--- src/rtl/soc_pm_seq.sv ---
// Pixel-matrix control sequencer: shift-in, store pulse, gate window, strobe burst.
// Gate and strobe phases exist only when SOC_PM_SEQ_GATE_EN is defined.
module soc_pm_seq #(
  parameter int unsigned COLS  = 32,
  parameter int unsigned CNT_W = 16,
  parameter int unsigned DIV_W = 8
) (
  input  logic             clk,
  input  logic             rst,
  input  logic             start,
  input  logic             abort,
  input  logic [COLS-1:0]  col_en,
  input  logic [CNT_W-1:0] shift_len,
  input  logic [DIV_W-1:0] clk_div,
  input  logic [DIV_W-1:0] store_len,
  input  logic [CNT_W-1:0] gate_len,
  input  logic [DIV_W-1:0] strobe_cnt,
  input  logic             data_valid,
  output logic             data_ready,
  input  logic [COLS-1:0]  data_a,
  input  logic [COLS-1:0]  data_b,
  output logic             busy,
  output logic             done,
  output logic [COLS-1:0]  store,
  output logic [COLS-1:0]  strobe,
  output logic [COLS-1:0]  gate,
  output logic [COLS-1:0]  sh_b,
  output logic [COLS-1:0]  sh_a,
  output logic [COLS-1:0]  clk_sh
);

`ifdef SOC_PM_SEQ_GATE_EN
  localparam bit GateEn = 1'b1;
`else
  localparam bit GateEn = 1'b0;
`endif

  localparam logic [CNT_W-1:0] CNT_ONE = CNT_W'(1);
  localparam logic [DIV_W-1:0] DIV_ONE = DIV_W'(1);

  typedef enum logic [3:0] {
    S_IDLE, S_LOAD, S_SETUP, S_CLK_HI, S_STORE, S_GATE, S_STB_HI, S_STB_LO, S_DONE
  } state_e;

  state_e           state_q, state_d;
  logic [CNT_W-1:0] tmr_q, tmr_d;
  logic [CNT_W-1:0] rem_q, rem_d;
  logic [CNT_W-1:0] gate_len_q, gate_len_d;
  logic [DIV_W-1:0] div_q, div_d;
  logic [DIV_W-1:0] store_len_q, store_len_d;
  logic [DIV_W-1:0] stb_q, stb_d;
  logic [COLS-1:0]  col_en_q, col_en_d;
  logic             start_ok;

  logic             busy_q, busy_d, done_q, done_d, rdy_q, rdy_d;
  logic [COLS-1:0]  store_q, store_d, strobe_q, strobe_d, gate_q, gate_d;
  logic [COLS-1:0]  sh_a_q, sh_a_d, sh_b_q, sh_b_d, clk_sh_q, clk_sh_d;

  assign start_ok = (state_q == S_IDLE) && start && !abort;

  // First non-empty phase among the ones still ahead of the caller.
  function automatic state_e phase_from(logic sh, logic st, logic gt, logic sb);
    if (sh)           return S_LOAD;
    if (st)           return S_STORE;
    if (GateEn && gt) return S_GATE;
    if (GateEn && sb) return S_STB_HI;
    return S_DONE;
  endfunction

  always_ff @(posedge clk or posedge rst) begin
    if (rst) begin
      state_q     <= S_IDLE;
      tmr_q       <= '0;
      rem_q       <= '0;
      gate_len_q  <= '0;
      div_q       <= '0;
      store_len_q <= '0;
      stb_q       <= '0;
      col_en_q    <= '0;
    end else begin
      state_q     <= state_d;
      tmr_q       <= tmr_d;
      rem_q       <= rem_d;
      gate_len_q  <= gate_len_d;
      div_q       <= div_d;
      store_len_q <= store_len_d;
      stb_q       <= stb_d;
      col_en_q    <= col_en_d;
    end
  end

  always_comb begin
    state_d     = state_q;
    tmr_d       = tmr_q;
    rem_d       = rem_q;
    stb_d       = stb_q;
    gate_len_d  = gate_len_q;
    div_d       = div_q;
    store_len_d = store_len_q;
    col_en_d    = col_en_q;

    if (start_ok) begin
      col_en_d    = col_en;
      div_d       = (clk_div == '0) ? DIV_ONE : clk_div;
      store_len_d = store_len;
      gate_len_d  = GateEn ? gate_len : '0;
      rem_d       = shift_len;
      stb_d       = GateEn ? strobe_cnt : '0;
    end

    if (abort) begin
      state_d = S_IDLE;
    end else begin
      case (state_q)
        S_IDLE:
          if (start)
            state_d = phase_from(shift_len != '0, store_len != '0,
                                 gate_len != '0, strobe_cnt != '0);
        S_LOAD:   if (data_valid) state_d = S_SETUP;
        S_SETUP:  if (tmr_q == '0) state_d = S_CLK_HI;
        S_CLK_HI:
          if (tmr_q == '0) begin
            rem_d   = rem_q - CNT_ONE;
            state_d = (rem_q != CNT_ONE) ? S_LOAD
                    : phase_from(1'b0, store_len_q != '0, gate_len_q != '0, stb_q != '0);
          end
        S_STORE:
          if (tmr_q == '0)
            state_d = phase_from(1'b0, 1'b0, gate_len_q != '0, stb_q != '0);
        S_GATE:
          if (tmr_q == '0)
            state_d = phase_from(1'b0, 1'b0, 1'b0, stb_q != '0);
        S_STB_HI: if (tmr_q == '0) state_d = S_STB_LO;
        S_STB_LO:
          if (tmr_q == '0) begin
            stb_d   = stb_q - DIV_ONE;
            state_d = (stb_q != DIV_ONE) ? S_STB_HI : S_DONE;
          end
        S_DONE:   state_d = S_IDLE;
        default:  state_d = S_IDLE;
      endcase
    end

    // Every transition changes state, so a state change is where a phase timer reloads.
    if (state_d != state_q) begin
      case (state_d)
        S_SETUP, S_CLK_HI, S_STB_HI, S_STB_LO: tmr_d = CNT_W'(div_d) - CNT_ONE;
        S_STORE: tmr_d = CNT_W'(store_len_d) - CNT_ONE;
        S_GATE:  tmr_d = gate_len_d - CNT_ONE;
        default: tmr_d = '0;
      endcase
    end else if (tmr_q != '0) begin
      tmr_d = tmr_q - CNT_ONE;
    end
  end

  // Outputs are decoded from the next state and registered, so they line up with state_q.
  always_comb begin
    busy_d   = (state_d != S_IDLE);
    done_d   = (state_d == S_DONE);
    rdy_d    = (state_d == S_LOAD);
    store_d  = (state_d == S_STORE)  ? col_en_d : '0;
    clk_sh_d = (state_d == S_CLK_HI) ? col_en_d : '0;
`ifdef SOC_PM_SEQ_GATE_EN
    gate_d   = (state_d == S_GATE)   ? col_en_d : '0;
    strobe_d = (state_d == S_STB_HI) ? col_en_d : '0;
`else
    gate_d   = '0;
    strobe_d = '0;
`endif
    sh_a_d   = '0;
    sh_b_d   = '0;
    if (state_d inside {S_LOAD, S_SETUP, S_CLK_HI}) begin
      sh_a_d = sh_a_q;
      sh_b_d = sh_b_q;
      if (rdy_q && data_valid) begin
        sh_a_d = data_a & col_en_q;
        sh_b_d = data_b & col_en_q;
      end
    end
  end

  always_ff @(posedge clk or posedge rst) begin
    if (rst) begin
      busy_q   <= 1'b0;
      done_q   <= 1'b0;
      rdy_q    <= 1'b0;
      store_q  <= '0;
      strobe_q <= '0;
      gate_q   <= '0;
      sh_a_q   <= '0;
      sh_b_q   <= '0;
      clk_sh_q <= '0;
    end else begin
      busy_q   <= busy_d;
      done_q   <= done_d;
      rdy_q    <= rdy_d;
      store_q  <= store_d;
      strobe_q <= strobe_d;
      gate_q   <= gate_d;
      sh_a_q   <= sh_a_d;
      sh_b_q   <= sh_b_d;
      clk_sh_q <= clk_sh_d;
    end
  end

  assign busy       = busy_q;
  assign done       = done_q;
  assign data_ready = rdy_q;
  assign store      = store_q;
  assign strobe     = strobe_q;
  assign gate       = gate_q;
  assign sh_a       = sh_a_q;
  assign sh_b       = sh_b_q;
  assign clk_sh     = clk_sh_q;

endmodule

--- config.mk ---
export PLATFORM = sky130hd
export DESIGN_NAME = soc_pm_seq
export DESIGN_NICKNAME = d
export VERILOG_FILES = /design/src/rtl/soc_pm_seq.sv
export SDC_FILE = /design/constraint.sdc
export NUM_CORES = 1
export LEC_CHECK = 0
export ABC_AREA = 0
export CAP_MARGIN = 20
export CORE_MARGIN = 2
export CORE_UTILIZATION = 40
export DETAILED_ROUTE_END_ITERATION = 16
export DONT_BUFFER_PORTS = 1
export PLACE_DENSITY = 0.56
export SYNTH_ARGS = -nofsm -noshare
export SYNTH_HDL_FRONTEND = slang
export SYNTH_SLANG_ARGS = --single-unit
--- constraint.sdc ---
create_clock -name clk -period 12.1 [get_ports clk]
set_input_delay 1.815 -clock clk [delete_from_list [all_inputs] [get_ports clk]]
set_output_delay 1.815 -clock clk [all_outputs]
set_load 0.005 [all_outputs]
After elaboration in Yosys (flattened, before gate mapping)
Index checks and enable logic that the tools add are counted.
{ "classes": {"n_addsub": 6, "eq_ne": 19, "n_mux": 52, "n_bitwise": 2, "reduce_logical": 16} }
{ "op_table": {"columns": ["op", "count"], "rows": [
  ["$mux W32", 7],
  ["$mux W16", 7],
  ["$and A32 B32 Y32", 2],
  ["$mux W4", 16],
  ["$mux W8", 7],
  ["$pmux W16 S3", 1],
  ["$sub A16 B1 Y16 const B", 3],
  ["$eq A4 B3 Y1 const B", 8],
  ["$reduce_bool A16 Y1", 2],
  ["$pmux W4 S7", 1],
  ["$sub A8 B1 Y9 const B", 2],
  ["$eq A4 B2 Y1 const B", 4],
  ["$logic_not A16 Y1", 1],
  ["$ne A16 B1 Y1 const B", 1],
  ["$reduce_bool A8 Y1", 2],
  ["$mux W1", 13],
  ["$eq A4 B1 Y1 const B", 2],
  ["$logic_not A8 Y1", 1],
  ["$ne A8 B1 Y1 const B", 1],
  ["$sub A8 B1 Y8 const B", 1],
  ["$eq A4 B4 Y1 const B", 1],
  ["$logic_not A4 Y1", 1],
  ["$ne A4 B4 Y1", 1],
  ["$reduce_bool A4 Y1", 1],
  ["7 further kinds", 9]
]} }
{ "word_totals": {"register_bits": 239, "in_bits": 157, "out_inout_bits": 195, "word_cells": 110} }

Longest topological paths before layout
Gate-level depths: netlist of run 1.
{ "logic_depth": {"depth_word": 18, "depth_mapped": 16, "mapped_depth_nobuf": 10} }

Worst setup path after synthesis of run 1
OpenSTA, ideal clock, no wires.
{ "synth_path": {"path_kind": "input to register", "from": "in start", "to": "reg tmr_q[10]", "setup_ps": 133, "arrival_ps": 4504, "t_required_ps": 11967, "slack_ps": 7463, "path_stages": 14, "path_buffers": 5, "cell_sequence": "nor2b_1 -> clkbuf_1 -> nand2_1 -> clkbuf_1 -> buf_2 -> buf_2 -> clkbuf_1 -> nand2_1 -> ha_1 -> a32o_1 -> o211ai_1 -> a211oi_1 -> a211oi_4 -> o22ai_1"} }
{ "synth_via": {"elab_chain_len": 7, "elab_cells_between_ends": 22, "classes_between": "add/sub (3); eq/ne (7); mux (8); reduce/logical (4)"} }
{ "synth_rtl": {"columns": ["element", "line", "text"], "rows": [
  ["start, declared", "10", "input logic start,"],
  ["parallel branches: the longest is 7 deep, another holds $sub A16 B1 Y16", null, null],
  ["end signal, assigned", "82", "tmr_q <= tmr_d;"],
  ["end, declared", "46", "logic [CNT_W-1:0] tmr_q, tmr_d;"]
]} }
Several ways; the timed one is not identified.
A chain may end at the register's enable or synchronous reset.

Worst setup path after layout of run 1
{ "layout_path": {"from": "in start", "to": "reg tmr_q[13]"} }
Same word-level chain as after synthesis.

==> results of run 1 <==
-- per-layer routing --
| layer | vias up | track usage [%] | part of all wire (%) |
|---|---|---|---|
| met5 | - | 0 | 0 |
| met4 | 0 | 5.232 | 2.3 |
| met3 | 54 | 4.717 | 8.4 |
| met2 | 281 | 32.96 | 48 |
| met1 | 3919 | 25.31 | 41 |
| li1 | 3688 | - | - |
-- critical path, cell delays in order --
cell and delay (ns):
nor2b_1 0.50, nand2_2 0.44, buf_4 0.38, nand2_1 0.16
ha_1 0.32, nand3_1 0.11, a32o_1 0.30, o211ai_1 0.21
a211oi_1 0.12, a211oi_4 0.46, o22ai_1 0.14
-- state kept, by name, indices dropped and copies added, names as in the netlist --
name,flops
busy,1
clk_sh,32
col_en_q,32
data_ready,1
div_q,8
done,1
gate_len_q,9
rem_q,16
sh_a,32
sh_b,32
state_q,4
stb_q,8
store,32
store_len_q,8
tmr_q,16
-- path summary, 6_finish.rpt --
check                                start          end  slack (ns)
worst max-delay path                 start    tmr_q[13]        7.49
worst min-delay path              stb_q[7]     stb_q[7]        0.50
worst max register to register  state_q[2]    tmr_q[13]        8.21
worst min register to register    stb_q[7]     stb_q[7]        0.50
max in group asynchronous              rst   clk_sh[30]        8.59
min in group asynchronous              rst  col_en_q[0]        1.23
-- placed cells by master (no fill, tap or decap), types with 5 or more instances in the layout --
master,n
nor3b_1,6
dfrtp_1,232
or3_1,7
inv_1,65
a21oi_1,28
clkbuf_16,27
or4_1,5
clkbuf_1,8
buf_4,10
nor4_1,20
nor3_1,28
and2_1,7
nand3_1,82
conb_1,64
nand2b_1,7
a211oi_1,11
a221oi_1,6
xor2_1,11
nand4_1,7
nand2_1,111
ha_1,8
mux2i_1,43
xnor2_1,18
a21oi_2,60
o22ai_1,18
nor2_1,110
o21ai_0,18
-- stage by stage --
step / setup slack (ns) / cells / area [sq um]
final: 7.489 / 1497 / 12100
after global routing: 7.215 / 1497 / 12100
after detailed placement: 6.945 / 1449 / 11240
after floorplan: 3.924 / 1175 / 11420
after global placement: 7.014 / 1449 / 11240
after CTS: 7.509 / 1497 / 12100
-- area by class of cell --
cell class | instances | share of cell area (%)
well taps | 378 | 3.907
clock inverters | 9 | 0.8786
repair buffers | 10 | 0.6202
flip-flops and latches | 232 | 47.96
clock buffers | 39 | 6.285
inverters | 67 | 2.140
multi-input cells | 762 | 38.21
-- kinds of logic (layout without fill, tap and decap cells) --
| family | count (synthesis) | after routing | share of synthesized area, % |
|---|---|---|---|
| AND/OR/NAND/NOR | 425 | 425 | 18.54 |
| adder cells (fa/ha/maj) | 8 | 8 | 0.8952 |
| multiplexers | 46 | 46 | 4.151 |
| buffers and inverters | 181 | 125 | 9.064 |
| flip-flops | 232 | 232 | 51.92 |
| other | 1 | 64 | 0.03354 |
| XOR/XNOR | 29 | 29 | 2.271 |
| AO/OA/AOI/OAI | 190 | 190 | 13.13 |
-- where the power goes --
part / internal (mW) / switching (mW)
Combinational: 0.241 / 0.445
Clock: 0.477 / 0.318
Sequential: 0.924 / 0.163
==> flow_summary.json, run 1 <==
{
  "status": "completed",
  "wl_per_cell_microns": 19.93,
  "antenna_found_initial": 0,
  "place_congestion": 0.8876,
  "yosysTopAreaCell": "dfrtp_1",
  "post_cts_resized": 0,
  "die_x_microns": 171.2,
  "power_leakage_nw": 5.269,
  "grt_pass1_wl_microns": 44900,
  "min_period_ns": 4.611,
  "path_class": "in -> reg",
  "startpoint_type": "primary input",
  "ys_ff_latch": 232,
  "fillers": 2718,
  "yosysMostFrequentCell": "dfrtp_1",
  "drt_iter0_drc": 515,
  "syn_area_sq_mm": 0.01118,
  "hold_slack_ns": 0.5009,
  "synth_top_area_share_pct": 51.92,
  "power_mw": 2.570,
  "grt_usage_pct": 19.59,
  "first_pass_iters": 5,
  "yosysSeqAreaShare_pct": 51.92,
  "syn_avg_cell_area_sq_um": 10.06,
  "cp-end-kind": "register",
  "htreeDepth": 1,
  "synth-edff-count": 0,
  "synth_common_cells": "232 x dfrtp_1, 114 x nand2_1, 111 x nor2_1",
  "start_util_pct": 40.47,
  "die_h_microns": 171.2,
  "finalHoldViolCount": 0,
  "dpl.hpwl_microns": 20520,
  "path_clk_slew_ns": 0.06,
  "rows": 61,
  "irDropWorstVdd_mv": 0.1087,
  "ant_nets": 0,
  "hold_depth": 1,
  "vias": 7942,
  "cts_tree": "done",
  "regArea_sq_mm": 0.005806,
  "die-area_sq_mm": 0.02931,
  "fin_nets": 1264,
  "diodes": 0,
  "crit_arrival_ns": 4.97,
  "clock_sinks": 232,
  "synthTopCellsByArea": "dfrtp_1 52%, a21oi_2 4.7%, buf_4 4.4%",
  "cts_hold_buf": 0,
  "hp-class": "reg -> reg",
  "period_share_pct": 38.11,
  "grt_pass1_vias": 7794,
  "clockBufferDepth": 3,
  "crit_fanout": 35,
  "port_buffers": 0,
  "cts_buffers": 26,
  "pin_count": 352,
  "async_flop_share_pct": 100.0,
  "synth_cell_types": 77,
  "area_delta_synth_final_pct": 8.247,
  "relSlewSlack_pct": 24.60,
  "clk_latency_ns": 0.53,
  "clockRootBuffer": "clkbuf_16",
  "grt_overflow": 0,
  "tightest_slew_ns": 1.131,
  "drc_errors": 0,
  "grt_max_degree": 89,
  "postSynthCellCount": 1112,
  "viasPerCell": 5.305,
  "drv_slew": 0,
  "fmax_mhz": 216.9,
  "post-cts-setup-buffer-count": 0,
  "fin_setup_tns_ns": 0,
  "max_cap_viol_count": 0,
  "coreArea_sq_mm": 0.02763,
  "final_core_util_pct": 43.81,
  "drive_above_1_share_pct": 12.51,
  "synth-warning-count": 0,
  "final.setup_skew_ns": 0.01957,
  "multi_input_area_sq_mm": 0.004624,
  "cellPowerDensity_mw_per_mm2": 212.3,
  "setup_violations": 0,
  "wl_microns": 29840,
  "rsz0062_at_grt": "false",
  "crit_required_ns": 12.46,
  "reg2reg_depth": 9,
  "synth_ff_type": "dfrtp_1"
}
Note: power is estimated with default switching activity, not from simulation.
==> run 2, diff against run 1 <==
==> constraint.sdc (replaced) <==
create_clock -name clk -period 4.85 [get_ports clk]
set_input_delay 0.7275 -clock clk [delete_from_list [all_inputs] [get_ports clk]]
set_output_delay 0.7275 -clock clk [all_outputs]
set_load 0.005 [all_outputs]
==> flow_summary.json, run 2 (synthesis gave the netlist of run 1 again) <==
{
  "fin_setup_tns_ns": 0,
  "reg2reg_depth": 11,
  "startpoint_type": "register",
  "cp-end-kind": "register",
  "viasPerCell": 5.319,
  "grt_usage_pct": 19.46,
  "clk_latency_ns": 0.55,
  "htreeDepth": 1,
  "clockBufferDepth": 3,
  "clock_sinks": 232,
  "pin_count": 352,
  "cp_cell_sequence": "nor4_1, buf_4, nand2_2, o21ai_1, inv_1, ha_1, o21ai_0, and3b_1, and4_1, a211oi_4, o22ai_1",
  "regToRegSetupSlack_ns": 1.33,
  "place_congestion": 0.8742,
  "cts_tree": "done",
  "finalHoldViolCount": 0,
  "power_mw": 6.508,
  "first_pass_iters": 5,
  "rows": 61,
  "final_core_util_pct": 44.19,
  "area_delta_synth_final_pct": 9.186,
  "cts_buffers": 27,
  "grt_pass1_wl_microns": 44780,
  "grt_overflow": 0,
  "drc_errors": 0,
  "path_class": "reg -> reg",
  "crit_path_top_delay_cell": "dfrtp_1",
  "drv_slew": 0,
  "tightest_slew_ns": 0.8536,
  "mostFrequentLayoutCell": "dfrtp_1",
  "r2r_end": "tmr_q[10]",
  "drt_iter0_drc": 597,
  "coreArea_sq_mm": 0.02763,
  "min_period_ns": 3.521,
  "cellPowerDensity_mw_per_mm2": 533.1,
  "post-cts-setup-buffer-count": 0,
  "hp-class": "in -> async",
  "final_cell_mix": "232 x dfrtp_1, 112 x nand2_1, 110 x nor2_1",
  "die_h_microns": 171.2,
  "irDropWorstVdd_mv": 0.2764,
  "final.setup_skew_ns": 0.01320,
  "relSlewSlack_pct": 42.96,
  "regArea_sq_mm": 0.005806,
  "cts_hold_buf": 0,
  "crit_fanout": 23,
  "cp_top_family": "simple AND/OR/NAND/NOR gates",
  "clockRootBuffer": "clkbuf_16",
  "path_buf_inv": 2,
  "fin_nets": 1270,
  "diodes": 0,
  "r2r-start": "state_q[2]",
  "fmax_mhz": 284.0,
  "die-area_sq_mm": 0.02931,
  "period_share_pct": 72.60,
  "wl_per_cell_microns": 19.76,
  "crit_required_ns": 5.24,
  "dpl.hpwl_microns": 21020,
  "rsz0062_at_grt": "false",
  "start_util_pct": 40.47,
  "slowest_delay_ns": 0.55,
  "final_area_sq_mm": 0.01221,
  "port_buffers": 0,
  "die_x_microns": 171.2,
  "fillers": 2669,
  "post_cts_resized": 0,
  "path_clk_slew_ns": 0.06,
  "placed_area_sq_mm": 0.01129,
  "setup_violations": 0,
  "multi_input_area_sq_mm": 0.004622,
  "grt_pass1_vias": 7577,
  "status": "completed",
  "crit_arrival_ns": 3.91,
  "grt_max_degree": 130,
  "vias": 7994,
  "max_cap_viol_count": 0,
  "wl_microns": 29690,
  "antenna_found_initial": 0,
  "power_leakage_nw": 5.332,
  "drive_above_1_share_pct": 13.16,
  "ant_nets": 0
}
==> run 2: cell types whose count changed in the layout (fill, tap and decap cells not counted), sizes merged <==
| cell | change |
|---|---|
| clkinv | +3 |
| inv | -1 |
| buf | +5 |
| clkinvlp | -1 |
==> run 2: how the worst max path moves through the flow <==
| stage | endpoint | depth (start not counted) | startpoint |
|---|---|---|---|
| global route | tmr_q[15] | 11 | state_q[2] |
| global placement | tmr_q[10] | 7 | shift_len[0] |
| detailed placement | tmr_q[15] | 11 | state_q[2] |
| finish | tmr_q[10] | 11 | state_q[2] |
| CTS | tmr_q[15] | 11 | state_q[2] |
| floorplan | busy | 1 | rst |
==> run 2: final cells by class <==
cell class                      count  share of cell area, %
Clock inverter                     10                  1.025
Clock buffer                       39                  6.477
Multi-Input combinational cell    762                  37.86
Inverter                           67                  2.091
Tap cell                          378                  3.874
Timing Repair Buffer               15                  1.127
Sequential cell                   232                  47.55
==> run 2: metrics by stage <==
| step | instances | hold WS (ns) | worst slack (ns) |
|---|---|---|---|
| global placement | 1454 | 0.4659 | 1.385 |
| finish | 1503 | 0.1597 | 1.329 |
| detailed placement | 1454 | 0.4706 | 1.385 |
| global route | 1503 | 0.1798 | 1.041 |
| CTS | 1503 | 0.1500 | 1.360 |
| floorplan | 1175 | 0.4478 | 1.087 |
==> run 2: per-layer routing <==
metal | wire length [microns] | global-route usage, %
met1 | 12340 | 25.21
met2 | 14270 | 32.49
met3 | 2406 | 5.154
met4 | 677 | 4.753
met5 | 0 | 0
==> run 2: where the power goes <==
part           internal, mW  switching (mW)  leakage (nW)
clock                  1.24           0.831         0.451
combinational         0.612            1.12          1.81
sequential             2.31           0.398          3.07
==> run 2: worst reg2reg max path, delay by kind of cell (launching register included) <==
family,cells,cell delay (ns)
buffers and inverters,2,0.34
adders and majority gates,1,0.22
and+or+nand+nor,4,1.14
DFF,1,0.55
AOI/OAI and AO/OA,4,1.11
==> run 3, diff against run 2 <==
==> constraint.sdc (replaced) <==
create_clock -name clk -period 3.3 [get_ports clk]
set_input_delay 0.495 -clock clk [delete_from_list [all_inputs] [get_ports clk]]
set_output_delay 0.495 -clock clk [all_outputs]
set_load 0.005 [all_outputs]
==> flow_summary.json, run 3 (synthesis gave the netlist of run 1 again) <==
{
  "grt_pass1_vias": 7806,
  "cts_buffers": 27,
  "grt_pass1_wl_microns": 44850,
  "die-area_sq_mm": 0.02931,
  "startpoint_type": "register",
  "vias": 8057,
  "tightest_slew_ns": 0.6405,
  "start_util_pct": 40.47,
  "placed_area_sq_mm": 0.01155,
  "final_cell_mix": "232 x dfrtp_1, 112 x nand2_1, 110 x nor2_1",
  "htreeDepth": 1,
  "internal_power_mw": 6.231,
  "path_clk_slew_ns": 0.06,
  "wl_microns": 29920,
  "final_core_util_pct": 45.19,
  "die_h_microns": 171.2,
  "p_seq_share_pct": 40.7,
  "cts_tree": "done",
  "grt_max_degree": 67,
  "place_congestion": 0.9166,
  "drc_errors": 0,
  "hp-class": "in -> reg",
  "mostFrequentLayoutCell": "dfrtp_1",
  "relSlewSlack_pct": 57.04,
  "drv_slew": 0,
  "power_switching_mw": 3.457,
  "rsz0062_at_grt": "false",
  "cellPowerDensity_mw_per_mm2": 776.0,
  "antenna_found_initial": 0,
  "drt_iter0_drc": 638,
  "clockBufferDepth": 3,
  "clockRootBuffer": "clkbuf_16",
  "rows": 61,
  "ant_nets": 0,
  "drive_above_1_share_pct": 15.61,
  "path_class": "reg -> reg",
  "cp-end-kind": "register",
  "fmax_mhz": 331.7,
  "final_area_sq_mm": 0.01248,
  "port_buffers": 0,
  "min_period_ns": 3.014,
  "first_pass_iters": 5,
  "crit_fanout": 10,
  "diodes": 0,
  "grt_overflow": 0,
  "dpl.hpwl_microns": 21310,
  "setup_violations": 0,
  "power_mw": 9.688,
  "die_x_microns": 171.2,
  "p_sw_share_pct": 35.69,
  "irDropWorstVdd_mv": 0.4387,
  "pin_count": 352,
  "area_delta_synth_final_pct": 11.65,
  "fin_nets": 1299,
  "max_cap_viol_count": 0,
  "wl_per_cell_microns": 19.54,
  "hold_slack_ns": 0.1206,
  "period_share_pct": 91.34,
  "finalHoldViolCount": 0,
  "combPwrFrac_pct": 28.1,
  "crit_arrival_ns": 3.41,
  "viasPerCell": 5.263,
  "grt_usage_pct": 19.47,
  "pwr-share-clk_pct": 31.2,
  "clock_sinks": 232,
  "coreArea_sq_mm": 0.02763,
  "power_leakage_nw": 5.499,
  "fin_setup_tns_ns": 0,
  "final.setup_skew_ns": 0.01501,
  "crit_required_ns": 3.69,
  "clk_latency_ns": 0.53,
  "status": "completed"
}
-- run 3: cell types whose count changed in the layout (fill, tap and decap cells not counted), moves of 2 or more --
cell	delta
buf_4	+23
buf_12	+5
clkinv_2	+5
clkbuf_1	-4
clkbuf_8	-3
clkinv_4	-2
inv_6	+2
-- run 3: layout make-up --
class | count | area (sq um)
inverters | 67 | 255.2
well taps | 378 | 473.0
clock buffers | 32 | 734.5
repair buffers | 44 | 420.4
fillers | 2690 | 15140
multi-input cells | 762 | 4624
flip-flops and latches | 232 | 5806
clock inverters | 16 | 171.4
-- run 3: power groups by stage --
stage               combinational, mW  clock, mW  sequential (mW)
detailed placement               2.72          0             3.99
floorplan                        2.13          0             3.80
global placement                 2.70          0             3.98
global route                     3.02       3.24             4.03
CTS                              2.74       3.12             3.95
finish                           2.72       3.02             3.95
-- run 3: repair_timing --
action | CTS | global route
hold buffers | 1 | 0
hold endpoints to repair | 19 | 0
setup buffers | 0 | 1
resized for setup | 0 | 1
endpoints found under the setup margin | 0 | 9
-- run 3: worst max-delay path: stages (launching register included) --
cell and delay (ns):
dfrtp_1 0.40, inv_1 0.12, ha_1 0.19, nor4b_2 0.33, nand4_4 0.28, o21ai_2 0.34, a21o_1 0.35, clkinv_1 0.13
buf_4 0.18, a222oi_1 0.45, o22ai_2 0.12
-- run 3: final timing paths --
check	cells past startpoint	slack (ns)	to	startpoint
min	2	0.12	sh_a[9]	data_a[9]
max in group asynchronous	3	1.94	div_q[7]	rst
min in group asynchronous	2	0.53	store[4]	rst
min reg2reg	1	0.48	stb_q[4]	stb_q[4]
max	10	0.29	tmr_q[5]	tmr_q[0]
max reg2reg	10	0.29	tmr_q[5]	tmr_q[0]
-- run 3: metal layers --
layer | vias to the layer above | GRT usage, % | wire, microns
li1 | 3773 | - | -
met1 | 3962 | 24.48 | 11970
met2 | 277 | 33.43 | 14690
met3 | 45 | 5.039 | 2624
met4 | 0 | 4.901 | 637
met5 | - | 0 | 0
-- run 3: metrics by stage --
step           worst slack (ns)  cells
2_1_floorplan           -0.2309   1175
3_3_place_gp             0.2190   1481
3_5_place_dp             0.2603   1481
4_1_cts                  0.2400   1530
5_1_grt                 0.04761   1531
6_report                 0.2856   1531
